<file path="config.mk">
export PLATFORM = sky130hd
export DESIGN_NAME = imem_fetch_arbiter
export DESIGN_NICKNAME = d
export VERILOG_FILES = /design/src/rtl/imem_fetch_arbiter.sv
export SDC_FILE = /design/constraint.sdc
export NUM_CORES = 1
export LEC_CHECK = 0
export ABC_CLOCK_PERIOD_IN_PS = 3500
export BUFFER_PORTS_ARGS = -buffer_cell sky130_fd_sc_hd__buf_2
export CAP_MARGIN = 15
export CELL_PAD_IN_SITES_DETAIL_PLACEMENT = 1
export CELL_PAD_IN_SITES_GLOBAL_PLACEMENT = 1
export CORE_MARGIN = 3
export CORE_UTILIZATION = 33
export DETAILED_ROUTE_END_ITERATION = 6
export PLACE_DENSITY_LB_ADDON = 0.1
export RECOVER_POWER = 100
export SYNTH_ARGS = -nofsm -noshare
export SYNTH_HDL_FRONTEND = slang
export SYNTH_SLANG_ARGS = --single-unit
export TNS_END_PERCENT = 5
</file>
<file path="constraint.sdc">
create_clock -name clk -period 3.5 [get_ports clk]
set_input_delay 0.7 -clock clk [delete_from_list [all_inputs] [get_ports clk]]
set_output_delay 0.7 -clock clk [all_outputs]
set_load 0.1 [all_outputs]
</file>
<file path="src/rtl/imem_fetch_arbiter.sv">
// Round-robin arbiter sharing one combinational instruction-memory read port between two requesters.
// Define IMEM_ARB_CHECK_EN to flag misaligned or out-of-range reads (data forced to zero on error).
module imem_fetch_arbiter #(
  parameter int unsigned DEPTH = 201
) (
  input  logic        clk,
  input  logic        reset,
  input  logic [1:0]  req_valid,
  input  logic [31:0] req_addr0,
  input  logic [31:0] req_addr1,
  output logic [1:0]  req_ready,
  output logic [1:0]  rsp_valid,
  output logic [31:0] rsp_data0,
  output logic [31:0] rsp_data1,
  output logic [1:0]  rsp_err,
  input  logic [1:0]  rsp_ready,
  output logic [31:0] mem_a,
  input  logic [31:0] mem_rd
);

  logic        last_grant_q;
  logic [1:0]  rsp_valid_q;
  logic [31:0] rsp_data_q [2];
  logic [1:0]  elig;
  logic [1:0]  grant;
  logic        addr_err;
  logic [31:0] load_data;

  // A full buffer can still accept when it is being drained this cycle.
  always_comb begin
    elig = '0;
    for (int p = 0; p < 2; p++) begin
      elig[p] = reset & req_valid[p] & (~rsp_valid_q[p] | rsp_ready[p]);
    end
  end

  always_comb begin
    grant = elig;
    if (elig == 2'b11) begin
      grant = last_grant_q ? 2'b01 : 2'b10;
    end
  end

  assign req_ready = grant;
  assign mem_a     = grant[1] ? req_addr1 : req_addr0;

`ifdef IMEM_ARB_CHECK_EN
  logic [1:0] rsp_err_q;

  always_comb begin
    addr_err  = (mem_a[1:0] != 2'b00) || ({2'b00, mem_a[31:2]} >= DEPTH);
    load_data = addr_err ? 32'h0 : mem_rd;
  end

  always_ff @(posedge clk or negedge reset) begin
    if (!reset) begin
      rsp_err_q <= 2'b00;
    end else begin
      for (int p = 0; p < 2; p++) begin
        if (grant[p]) rsp_err_q[p] <= addr_err;
      end
    end
  end

  assign rsp_err = rsp_err_q;
`else
  always_comb begin
    addr_err  = 1'b0;
    load_data = mem_rd;
  end

  assign rsp_err = 2'b00;
`endif

  always_ff @(posedge clk or negedge reset) begin
    if (!reset) begin
      last_grant_q  <= 1'b1;
      rsp_valid_q   <= 2'b00;
      rsp_data_q[0] <= 32'h0;
      rsp_data_q[1] <= 32'h0;
    end else begin
      if (|grant) last_grant_q <= grant[1];
      for (int p = 0; p < 2; p++) begin
        if (grant[p]) begin
          rsp_valid_q[p] <= 1'b1;
          rsp_data_q[p]  <= load_data;
        end else if (rsp_ready[p]) begin
          rsp_valid_q[p] <= 1'b0;
        end
      end
    end
  end

  assign rsp_valid = rsp_valid_q;
  assign rsp_data0 = rsp_data_q[0];
  assign rsp_data1 = rsp_data_q[1];

endmodule

</file>
Word-level counts from Yosys, hierarchy flattened:

Cells that the tools add are included.

* register bits: 67
* memories: 0
* output and inout bits: 102
* latch bits: 0
* RAM bits: 0
* memory bits (read-only): 0

* equal/unequal tests: 1
* reductions and logical operators: 3
* $lt $le $gt $ge: 0
* bitwise gates (word level): 8
* muxes and demuxes: 7
* $add $sub $neg: 0
* shift-type cells: 0
* multiply operators: 0
* divide/modulo/power cells: 0

Operator list (count)
* 2-to-1 mux 32 bit: 1
* bitwise AND 1 bit: 4
* 2-to-1 mux 1 bit: 4
* 2-to-1 mux 2 bit: 2
* nonzero test 2 bit: 2
* == test 2 bit (second input constant): 1
* inverter 1 bit: 2
* bitwise OR 1 bit: 2
* OR reduction 2 bit: 1

Longest topological paths before layout:

Gate-level depths: netlist (run 1).

* word-level depth: 6
* gate-level depth with buffers: 5
* mapped depth without buffers: 3

Least setup slack after synthesis (run 1):

No wires, ideal clock.

* kind: register to output
* from: register rsp_valid_q[0], in the netlist rsp_valid[0]
* to: output req_ready[1]
* stages on the path, launching flop included: 6
* buffers on the path: 2
* arrival: 2.288 ns
* setup slack: 0.512 ns
* data required time: 2.800 ns
* cells stage by stage: dfrtp_1 > nor2b_4 > o211ai_1 > buf_4 > buf_6 > inv_1

* cells in the longest elaborated chain, start to end: 5

RTL lines
* from (decl): line 22 `logic [1:0] rsp_valid_q;`
* from (signal assigned): line 78 `rsp_valid_q <= 2'b00;`
* from (signal, indexed assignment): line 85 `rsp_valid_q[p] <= 1'b1;`
* from (signal, indexed assignment): line 88 `rsp_valid_q[p] <= 1'b0;`
* inverter 1 bit: line 33 `elig[p] = reset & req_valid[p] & (~rsp_valid_q[p] | rsp_ready[p]);`
* bitwise OR 1 bit: line 33
* bitwise AND 1 bit: line 33
* == test 2 bit: line 39 `if (elig == 2'b11) begin`
* 2-to-1 mux 2 bit: line 39
* to (decl): line 11 `output logic [1:0] req_ready,`

No other way between the ends.

Worst setup path after layout (run 1):

* from: register last_grant_q
* to: output mem_a[1]

* cells in the longest elaborated chain, start to end: 3

RTL lines
* from (decl): line 21 `logic last_grant_q;`
* from (signal assigned): line 82 `if (|grant) last_grant_q <= grant[1];`
* 2-to-1 mux 2 bit: line 40 `grant = last_grant_q ? 2'b01 : 2'b10;`
* 2-to-1 mux 2 bit: line 39
* 2-to-1 mux 32 bit: line 45 `assign mem_a = grant[1] ? req_addr1 : req_addr0;`
* to (decl): line 17 `output logic [31:0] mem_a,`

No other way between the ends.

==> flow_summary.yaml, run 1 <==
clock_tree:
  cts_tree: "done"
  htree_levels: 3
  cts_made_buffers: 9
  cts_root_buffer: "clkbuf_8"
  post_cts_resized: 0
  post_cts_buffers: 0
  cts_max_path_buffers: 2
  hold_buffers: 0
  cts.sinks: 67
  clk_latency_ns: 0.33
  cts.clk_slew.worst_paths_ns: 0.07
timing:
  finalSetupViolations: 0
  clock_skew_ns: 0.0101
  setup_slack_ns: 0.532
  relSlewSlack_pct: -11.0
  hold_slack_ns: 0.488
  hold_viol: 0
  max_freq_ghz: 0.337
  fin_crit_sh_pct: 84.8
  worst_pin_slew_ns: 1.67
  rsz0062_at_grt: "no"
  tns_ns: 0
  slew_viol_final: 68
  period_needed_ns: 2.97
cells_and_area:
  layout_commonest_cell: "buf_2"
  seq_area_um2: 1680
  syn_to_final_growth_pct: 56.1
  layout_common_cells: "100 x buf_2, 70 x clkbuf_1, 66 x dfrtp_1"
  fill_cells: 949
  multi_input_area_um2: 1170
  finish.utilization_pct: 53.3
  layout-drive-gt1-share_pct: 47.6
  antenna_cells: 0
  final_nets: 498
job:
  max_cap_viol_count: 1
die:
  initial_utilization_pct: 34.1
  fp.dieW_um: 101
  core_um2: 8720
  placementRows: 34
  die-height_um: 101
  dieArea_um2: 10200
  ioPinCount: 204
global_route:
  grt_pass1_wl_um: 14000
  overflow: 0
  grt_max_degree: 68
  antenna_found_initial: 1
  grt_pass1_vias: 2593
  grt_util_all_layers_pct: 17.8
  met3_usage_pct: 6.30
  grtUsageMet2_pct: 29.9
  grt_use_met1_pct: 22.1
  top_usage_layer: "met2"
logic_synthesis:
  synth_area_um2: 2980
  ys_ff_latch: 67
  ys_types: 18
  synth.largest_area_cell: "dfrtp_1"
  yosysSeqAreaShare_pct: 56.4
  yosysWarningCount: 0
  synth_top_area_share_pct: 55.5
  synth_area_leaders: "dfrtp_1 55%, mux2_2 26%, mux2_1 11%"
  syn_avg_cell_area_um2: 15.7
  syn_inst: 190
placed_design:
  routabilityCongestion: 0.721
  port_buffers: 201
  pre_cts_ws_ns: 0.628
  dp_hpwl_um: 7540
power:
  power.total_mw: 4.36
  power.leakage_nw: 2.14
  power-per-cell-area_nw_per_um2: 939
  ir_drop_uv: 564
worst_hold_path:
  min_path_cells: 1
  hold_end: "rsp_data0[9]$_DFFE_PN0P_"
  hold_path_class: "flop to flop"
  hold_path.startpoint: "rsp_data0[9]$_DFFE_PN0P_"
setup_path:
  worst_setup_path_end_kind: "output pin"
  critical_path_class: "flop to output pin"
  reg2reg_slack_ns: 1.19
  r2r_end: "rsp_data0[16]$_DFFE_PN0P_"
  r2r-start: "last_grant_q$_DFFE_PN1P_"
  start_kind: "flop"
  worst-path-max-fanout: 25
  reg2reg_depth: 4
  worstPathArrival_ns: 2.27
  required_ns: 2.80
route:
  drtAntennaViolNets: 0
  via_per_inst: 4.63
  firstDrtPassIters: 4
  num_vias: 2358
  drc: 0
  routedWlPerCell_um: 18.1
  drt_iter0_markers: 52
  wirelength_um: 9220
run_status:
  failed_checks: "max-capacitance violations, max-slew violations"
  status: "finished, violations left"
[Yosys cell counts]
master    instances
o21ai_0           2
nor2b_1           1
mux2_1           28
and2_1            1
or2_2             1
a211oi_4          1
inv_1             1
nand2b_4          1
buf_2             2
nand2_1           4
buf_4             3
dfstp_2           1
conb_1            1
nor2b_4           1
o211ai_1          1
mux2_2           68
buf_6             7
dfrtp_1          66
[metal layers]
layer / routed length, um / up-vias
met1: 3620 / 1181
met4: 80 / 2
li1: - / 1077
met5: 13 / -
met2: 4750 / 89
met3: 751 / 9
[critical path, stage by stage (launching register included)]
cell	delay, ns
dfstp_1	0.57
nand2_1	0.08
o211ai_1	0.31
buf_4	0.39
mux2_1	0.41
buf_12	0.18
[logic make-up (layout without fill, tap and decap cells)]
kind of cell    after synthesis  after routing  share of synthesized area (%)
compound gates                4              4                           1.26
simple gates                  9              9                           2.06
other cells                   1              2                          0.126
flops                        67             67                           56.4
mux                          96             96                           36.3
buf+inv                      13            223                           3.87
[area by class of cell]
type / instances / share of cell area (%)
repair buffers: 206 / 31.0
flip-flops and latches: 67 / 36.1
well taps: 108 / 2.91
clock buffers: 12 / 3.56
clock inverters: 4 / 1.02
multi-input cells: 111 / 25.3
inverters: 1 / 0.0808
[state kept, by name, summed over array words and instances, names as in the netlist]
name and cells:
last_grant_q 1, rsp_data0 32, rsp_data1 32, rsp_valid 2
[power breakdown]
group	total, mW	internal, mW	switching, mW
registers	1.10	0.991	0.113
clock network	0.663	0.385	0.278
logic	2.59	0.429	2.16
total	4.36	1.81	2.55
[worst max path at each step]
| stage | from | end | slack, ns | cells past startpoint |
|---|---|---|---|---|
| after floorplan | rsp_valid[0]$_DFFE_PN0P_ | req_ready[1] | 0.51 | 5 |
| after global placement | rsp_ready[0] | mem_a[1] | 0.66 | 6 |
| after detailed placement | rsp_ready[0] | mem_a[1] | 0.63 | 6 |
| after CTS | last_grant_q$_DFFE_PN1P_ | mem_a[1] | 0.52 | 5 |
| after global routing | last_grant_q$_DFFE_PN1P_ | mem_a[0] | 0.37 | 5 |
| final | last_grant_q$_DFFE_PN1P_ | mem_a[1] | 0.53 | 5 |
[per-stage QoR]
stage | instance area, um2 | instances
after floorplan | 2980 | 191
after global placement | 4570 | 493
after detailed placement | 4570 | 493
after CTS | 4780 | 509
after global routing | 4650 | 509
final | 4650 | 509
Power figures use the tool's default switching activity.
==> run 2, diff against run 1 <==
Settings changed: ABC_CLOCK_PERIOD_IN_PS 3500 to 2860, CORE_UTILIZATION 33 to 31.
Clock period 3.5 ns to 2.86 ns, I/O delays scaled along.
==> flow_summary.yaml, run 2 (synthesized netlist as in run 1, its figures left out) <==
run_status:
  status: "finished, violations left"
  failed_checks: "max-capacitance violations, max-slew violations"
setup_path:
  critical_path_class: "flop to output pin"
  worst_setup_path_end_kind: "output pin"
  crit_path_frequent_cell: "buf_12"
  startpoint: "last_grant_q$_DFFE_PN1P_"
  worst-path-max-fanout: 48
  cp_slowest_cell: "dfstp_2"
  reg2reg_depth: 4
  crit_cells: 5
  path_buf_inv: 2
  crit_path_max_incr_delay_ns: 0.56
  r2r-start: "last_grant_q$_DFFE_PN1P_"
  start_kind: "flop"
  r2r_end: "rsp_data1[19]$_DFFE_PN0P_"
  worstPathArrival_ns: 2.15
  crit_family: "flip-flops"
  cp_cell_sequence: "nand2_1 -> o211ai_1 -> buf_12 -> mux2_1 -> buf_12"
  required_ns: 2.29
  crit_end: "mem_a[1]"
  reg2reg_slack_ns: 0.56
route:
  wl_met1_um: 3680
  wl_met3_um: 531
  via_per_inst: 4.42
  drt_iter0_markers: 66
  drtAntennaViolNets: 0
  wirelength_um: 9090
  wl_met2_um: 4790
  drc: 0
  routedWlPerCell_um: 17.1
  firstDrtPassIters: 4
  highest_layer: "met4"
  num_vias: 2340
timing:
  max_freq_ghz: 0.367
  tns_ns: 0
  period_needed_ns: 2.72
  hold_viol: 0
  fin_crit_sh_pct: 95.2
  setup_slack_ns: 0.136
  worst_pin_slew_ns: 1.66
  finalSetupViolations: 0
  relSlewSlack_pct: -10.3
  rsz0062_at_grt: "no"
  clock_skew_ns: 0.00887
  slew_viol_final: 68
placed_design:
  pre_cts_ws_ns: 0.329
  port_buffers: 201
  dp_hpwl_um: 7200
  dp.cells: 514
  routabilityCongestion: 0.826
global_route:
  antenna_found_initial: 0
  overflow: 0
  grt_pass1_vias: 2516
  grt_pass1_wl_um: 14100
  grt_util_all_layers_pct: 16.6
  grt_max_degree: 68
die:
  core_um2: 9280
  placementRows: 35
  fp.dieW_um: 104
  dieArea_um2: 10800
  initial_utilization_pct: 32.1
  ioPinCount: 204
  die-height_um: 104
cells_and_area:
  layout_common_cells: "100 x buf_2, 71 x clkbuf_1, 66 x dfrtp_1"
  antenna_cells: 0
  final_cells: 530
  layout-drive-gt1-share_pct: 49.4
  final_nets: 498
  syn_to_final_growth_pct: 55.4
  layout_commonest_cell: "buf_2"
clock_tree:
  clk_latency_ns: 0.33
  post_cts_resized: 0
  cts_made_buffers: 9
  post_cts_buffers: 0
  cts.clk_slew.worst_paths_ns: 0.07
  cts_tree: "done"
  hold_buffers: 0
  cts.sinks: 67
  htree_levels: 3
  cts_max_path_buffers: 2
  cts_root_buffer: "clkbuf_8"
power:
  power-per-cell-area_nw_per_um2: 1120
  ir_drop_uv: 738
  power.leakage_nw: 2.12
worst_hold_path:
  hold_path_class: "input port to flop"
job:
  max_cap_viol_count: 1
==> run 2: worst min-delay path by stage <==
stage                         startpoint                   endpoint  cells past startpoint  slack [ns]
3_5_place_dp   rsp_data0[12]$_DFFE_PN0P_  rsp_data0[12]$_DFFE_PN0P_                      1        0.47
2_1_floorplan                      reset   rsp_data0[0]$_DFFE_PN0P_                      0        0.28
3_3_place_gp   rsp_data0[25]$_DFFE_PN0P_  rsp_data0[25]$_DFFE_PN0P_                      1        0.46
6_report                      mem_rd[12]  rsp_data0[12]$_DFFE_PN0P_                      2        0.47
4_1_cts                       mem_rd[12]  rsp_data0[12]$_DFFE_PN0P_                      2        0.45
5_1_grt                       mem_rd[12]  rsp_data1[12]$_DFFE_PN0P_                      2        0.45
==> run 2: power by group <==
group	switching [mW]	internal [mW]
Clock	0.343	0.337
Combinational	2.64	0.528
Sequential	0.132	1.21
Total	3.12	2.08
==> run 2: layer usage <==
layer	global-route usage (%)	vias up
met5	0	-
met4	3.99	0
met3	6.15	6
met2	29.0	86
met1	19.4	1171
li1	-	1077
==> run 2: per-stage QoR <==
step                      cell area (um2)  util, %  hold slack [ns]  power, mW
final                                4620     49.8            0.466       5.20
after global routing                 4620     49.8            0.449       5.40
after CTS                            4770     51.4            0.445       5.36
after detailed placement             4600     49.5            0.469       4.66
after global placement               4600     49.5            0.464       4.63
after floorplan                      2980        -            0.276       3.97
==> run 2: cell type report <==
class                      instances  area (um2)
clock inverter                     4        26.3
timing repair buffer             206        1440
sequential                        67        1680
fill                            1068        4660
clock buffer                      12         145
tap                              129         161
multi-input combinational        111        1170
inverter                           1        3.75
